==> config.mk <==
export PLATFORM = sky130hd
export DESIGN_NAME = xor_rr_sched
export DESIGN_NICKNAME = d
export VERILOG_FILES = /design/src/rtl/xor_sched_pkg.sv /design/src/rtl/xor_rr_sched_rr_pick.sv /design/src/rtl/xor_rr_sched.sv
export SDC_FILE = /design/constraint.sdc
export NUM_CORES = 1
export LEC_CHECK = 0
export CAP_MARGIN = 25
export CELL_PAD_IN_SITES_DETAIL_PLACEMENT = 1
export CELL_PAD_IN_SITES_GLOBAL_PLACEMENT = 2
export CORE_MARGIN = 4
export CORE_UTILIZATION = 28
export CTS_BUF_LIST = sky130_fd_sc_hd__clkbuf_2
export DETAILED_ROUTE_END_ITERATION = 6
export PLACE_DENSITY = 0.92
export SLEW_MARGIN = 30
export SYNTH_ARGS = -nofsm -noshare
export SYNTH_HDL_FRONTEND = slang
export SYNTH_HIERARCHICAL = 1
export SYNTH_SLANG_ARGS = --single-unit
==> constraint.sdc <==
create_clock -name clk -period 3.5 [get_ports clk]
set_clock_uncertainty 0.1 [all_clocks]
set_input_delay 0.35 -clock clk [delete_from_list [all_inputs] [get_ports clk]]
set_output_delay 0.35 -clock clk [all_outputs]
set_load 0.05 [all_outputs]
==> src/rtl/xor_sched_pkg.sv <==
// Shared definitions for the round-robin XOR scheduler: state encoding,
// default sizes and a constant-foldable clog2.
package xor_sched_pkg;

  typedef enum logic {
    ST_IDLE = 1'b0,
    ST_EXEC = 1'b1
  } state_e;

  localparam int DEF_N = 4;
  localparam int DEF_W = 8;

  function automatic int clog2(input int v);
    int r;
    r = 0;
    while ((1 << r) < v) r++;
    return r;
  endfunction

endpackage

==> src/rtl/xor_rr_sched_rr_pick.sv <==
// Combinational round-robin pick: rotate req so ptr lands on bit 0,
// priority-encode the lowest set bit, then rotate the index back.
module rr_pick #(
  parameter int N  = 4,
  parameter int IW = 2
) (
  input  logic [N-1:0]  req,
  input  logic [IW-1:0] ptr,
  output logic          found,
  output logic [IW-1:0] idx
);

  localparam int SUM_W = IW + 1;

  logic [N-1:0]     rot;
  logic [IW-1:0]    off;
  logic [SUM_W-1:0] sum;

  always_comb begin
    // Doubling req makes the right shift behave as a rotate for any N.
    rot   = N'({req, req} >> ptr);
    found = |req;
    off   = '0;
    for (int i = N - 1; i >= 0; i--) begin
      if (rot[i]) off = IW'(i);
    end
    sum = {1'b0, off} + {1'b0, ptr};
    if (sum >= SUM_W'(N)) sum = sum - SUM_W'(N);
    idx = IW'(sum);
  end

endmodule

==> src/rtl/xor_rr_sched.sv <==
// Shares one registered XOR unit among N requesters with round-robin
// arbitration; each operation takes a grant cycle and a result cycle.
module xor_rr_sched
  import xor_sched_pkg::*;
#(
  parameter int N  = DEF_N,
  parameter int W  = DEF_W,
  parameter int IW = clog2(N)
) (
  input  logic           clk,
  input  logic           rst_n,
  input  logic [N-1:0]   req,
  input  logic [N*W-1:0] a_flat,
  input  logic [N*W-1:0] b_flat,
  output logic [N-1:0]   gnt,
  output logic           busy,
  output logic           res_valid,
  output logic [IW-1:0]  res_id,
  output logic [W-1:0]   res_data
);

  state_e        state_q, state_d;
  logic [IW-1:0] ptr_q, ptr_d;
  logic [IW-1:0] win_q, win_d;
  logic [W-1:0]  op_a_q, op_a_d;
  logic [W-1:0]  op_b_q, op_b_d;
  logic [N-1:0]  gnt_q, gnt_d;
  logic          busy_q, busy_d;
  logic          res_valid_q, res_valid_d;
  logic [IW-1:0] res_id_q, res_id_d;
  logic [W-1:0]  res_data_q, res_data_d;

  logic          pick_found;
  logic [IW-1:0] pick_idx;

  rr_pick #(.N(N), .IW(IW)) u_pick (
    .req   (req),
    .ptr   (ptr_q),
    .found (pick_found),
    .idx   (pick_idx)
  );

  always_comb begin
    state_d     = state_q;
    ptr_d       = ptr_q;
    win_d       = win_q;
    op_a_d      = op_a_q;
    op_b_d      = op_b_q;
    gnt_d       = '0;
    busy_d      = busy_q;
    res_valid_d = 1'b0;
    res_id_d    = res_id_q;
    res_data_d  = res_data_q;
    case (state_q)
      ST_IDLE: begin
        if (pick_found) begin
          gnt_d[pick_idx] = 1'b1;
          state_d         = ST_EXEC;
          busy_d          = 1'b1;
          win_d           = pick_idx;
          op_a_d          = a_flat[pick_idx*W +: W];
          op_b_d          = b_flat[pick_idx*W +: W];
          if (pick_idx == IW'(N - 1)) ptr_d = '0;
          else                        ptr_d = pick_idx + IW'(1);
        end
      end
      ST_EXEC: begin
        // req is deliberately not looked at here; a held request is
        // re-arbitrated once back in IDLE.
        res_data_d  = op_a_q ^ op_b_q;
        res_id_d    = win_q;
        res_valid_d = 1'b1;
        busy_d      = 1'b0;
        state_d     = ST_IDLE;
      end
      default: state_d = ST_IDLE;
    endcase
  end

  always_ff @(posedge clk or negedge rst_n) begin
    if (!rst_n) begin
      state_q     <= ST_IDLE;
      ptr_q       <= '0;
      win_q       <= '0;
      op_a_q      <= '0;
      op_b_q      <= '0;
      gnt_q       <= '0;
      busy_q      <= 1'b0;
      res_valid_q <= 1'b0;
      res_id_q    <= '0;
      res_data_q  <= '0;
    end else begin
      state_q     <= state_d;
      ptr_q       <= ptr_d;
      win_q       <= win_d;
      op_a_q      <= op_a_d;
      op_b_q      <= op_b_d;
      gnt_q       <= gnt_d;
      busy_q      <= busy_d;
      res_valid_q <= res_valid_d;
      res_id_q    <= res_id_d;
      res_data_q  <= res_data_d;
    end
  end

  assign gnt       = gnt_q;
  assign busy      = busy_q;
  assign res_valid = res_valid_q;
  assign res_id    = res_id_q;
  assign res_data  = res_data_q;

endmodule

==> impl_metrics.yaml <==
run_status:
  status: "finished, final reports clean"
yosys:
  synth_nets: 224
  ys_types: 31
  synth_area_um2: 2077
  yosys.area.top_type_share: 0.4458
  synth-edff-count: 0
  yosys-top-cells-area: "dfrtp_1 45%, mux4_1 11%, mux2_2 8.1%"
  ys.flop_type: "dfrtp_1"
  syn_inst: 149
  avgSynthCellArea_um2: 13.94
  yosysTopAreaCell: "dfrtp_1"
  async_flop_share: 1.000
  ys_seq_elements: 37
  yosysWarnings: 6
  yosysSeqAreaShare: 0.4458
power:
  clock_power_share: 0.092
  p_int_mw: 1.737
  power.total_mw: 2.847
  switching_share: 0.3901
  p_per_area_nw_per_um2: 915.0
  pwr-share-comb: 0.636
  sequentialPowerShare: 0.272
  worst_ir_drop_vdd_uv: 296.5
  netSwitchingPower_mw: 1.111
  power_leakage_nw: 1.265
clock_tree:
  cts.sinks: 37
  cts-buffers-inserted: 5
  h-tree-depth: 2
  ctsLongestPathBuffers: 2
  worst_skew_pair.late_latency_ns: 0.36
  root_buffer: "clkbuf_2"
  cts_hold_buffers: 1
  cts_tree: "done"
  post_cts_resized: 0
  clkTransAtPathRegs_ns: 0.20
  post-cts-setup-buffers: 0
drt:
  drtIter0Drc: 21
  wl_met3_um: 206
  remaining_drc_errors: 0
  firstDrtPassIters: 4
  drt-total-wl_um: 5393
  ant_nets: 0
  met2_length_um: 2910
  wire_per_inst_um: 16.00
  wl_met1_um: 2211
  routed_via_density: 4.585
  highest_layer: "met4"
  vias: 1545
setup_path:
  critPathTopFamily: "buffers and inverters"
  critPathCaptureType: "register"
  critPathRequiredTime_ns: 3.66
  cp_slowest_cell: "clkdlybuf4s50_1"
  path_cells: "clkdlybuf4s50_1, nor2_1, nor3_1, a21oi_1, o211ai_1, ha_1, xor2_1, xnor2_2, buf_12, mux4_1, mux2_2"
  cp_max_fo: 14
  start_kind: "primary input"
  cpPeakStageDelay_ns: 0.54
  cp.arrival_ns: 3.04
  startpoint: "req[2]"
  timing.rr.start: "ptr_q[0]"
  critPathBufInv: 2
  critPathKind: "in -> reg"
worst_hold_path:
  hold_path_class: "in -> async"
sta:
  setup_viol: 0
  setup_tns_ns: 0
  drv_slew: 0
  period_needed_ns: 2.875
  fin_crit_sh: 0.8214
  worst_pin_slew_ns: 0.5384
  hold_ws_ns: 0.3560
  rsz0062_at_grt: "no"
  relSlewSlack: 0.6393
  fmax_ghz: 0.3478
  hold_viol_final: 0
final_layout:
  seq_area_um2: 925.9
  synthToLayoutAreaGrowth_pct: 49.82
  fillCellCount: 784
  final_cells: 337
  mostFrequentLayoutCells: "84 x clkdlybuf4s50_1, 37 x dfrtp_1, 15 x mux2_2, 14 x nor2_1, 10 x a21oi_1"
  drive_gt1_frac: 0.1891
  n_antenna_cell: 0
  final_nets: 312
  layout_commonest_cell: "clkdlybuf4s50_1"
  multi_input_comb_area_um2: 1079
  fin_area_um2: 3112
placed_design:
  dpl.cell_count: 328
  io_buffers: 85
  gp_congestion: 0.7521
  post_dp_cell_area_um2: 3035
  dp_hpwl_um: 4172
flow_run:
  max_cap_violations: 0
floorplanning:
  core_region_area_um2: 7214
  start_util: 0.2879
  die_x_um: 94.13
  pin_count: 86
  design.die.area_um2: 8860
  rows: 31
  die_y_um: 94.13
grt:
  grt_first_pass_wirelength_um: 8859
  grt_max_degree: 38
  antenna_found_initial: 0
  grt_pass1_vias: 1731
  grt_overflow: 0
  grt_usage: 0.1293
kinds of logic after synthesis:
family / synth area share
DFF: 0.4458
buffers and inverters: 0.03976
adders and majority gates: 0.03012
xor gates and xnor gates: 0.04217
AOI/OAI and AO/OA: 0.04398
and+or+nand+nor: 0.07169
muxes: 0.3265
path summary, 6_finish.rpt:
check / to / slack (ns) / cells past startpoint
setup reg to reg: op_b_q[2] / 0.65 / 10
setup / recovery: op_b_q[2] / 0.63 / 11
min in group clk: busy / 0.42 / 2
max in group asynchronous: op_a_q[1] / 2.60 / 2
hold / removal: win_q[1] / 0.36 / 2
hold reg to reg: busy / 0.42 / 2
cell type report:
class / count / share of cell area
multi-input cells: 99 / 0.3466
flip-flops and latches: 37 / 0.2975
repair buffers: 91 / 0.2919
well taps: 99 / 0.03981
clock inverters: 2 / 0.01086
clock buffers: 6 / 0.009650
inverters: 3 / 0.003619
power groups by stage:
stage               logic (mW)  registers, mW  clock network (mW)
global placement          1.81          0.779                   0
detailed placement        1.85          0.789                   0
finish                    1.81          0.773               0.263
global route              1.97          0.805               0.296
floorplan                 1.15           1.00                   0
CTS                       1.86          0.778               0.279
metrics by stage:
stage	util	setup WS (ns)
floorplan	-	0.8104
global placement	0.4207	0.2464
detailed placement	0.4207	0.1867
CTS	0.4310	0.5919
global route	0.4313	0.3377
finish	0.4313	0.6251
routing by layer:
metal	global-route usage	vias up
li1	-	725
met1	0.1509	778
met2	0.2371	38
met3	0.02484	4
met4	0.03971	0
met5	0	-
cell usage after synthesis, types with 2 or more instances:
master	number
a21oi_1	10
and2_1	4
buf_2	5
clkbuf_1	2
dfrtp_1	37
ha_1	5
inv_1	3
mux2_2	15
mux2_4	7
mux4_1	9
mux4_2	7
nand2_1	2
nand2b_1	2
nor2_1	14
nor3_1	2
nor3b_1	2
xnor2_1	9
state kept, by name (all words and copies together) (netlist names):
register and cells:
state_q 1, win_q 2, op_b_q 8, gnt 4, res_id 2, res_valid 1
busy 1, op_a_q 8, res_data 8, ptr_q 2
worst reg2reg max path, stage by stage, from the launching register on:
cell,delay (ns)
dfrtp_1,0.53
nand2_1,0.16
nor2_1,0.05
o21ai_0,0.16
o211ai_1,0.11
ha_1,0.20
xor2_1,0.16
xnor2_2,0.48
buf_12,0.22
mux4_1,0.30
mux2_2,0.28
Power figures use the tool's default switching activity.
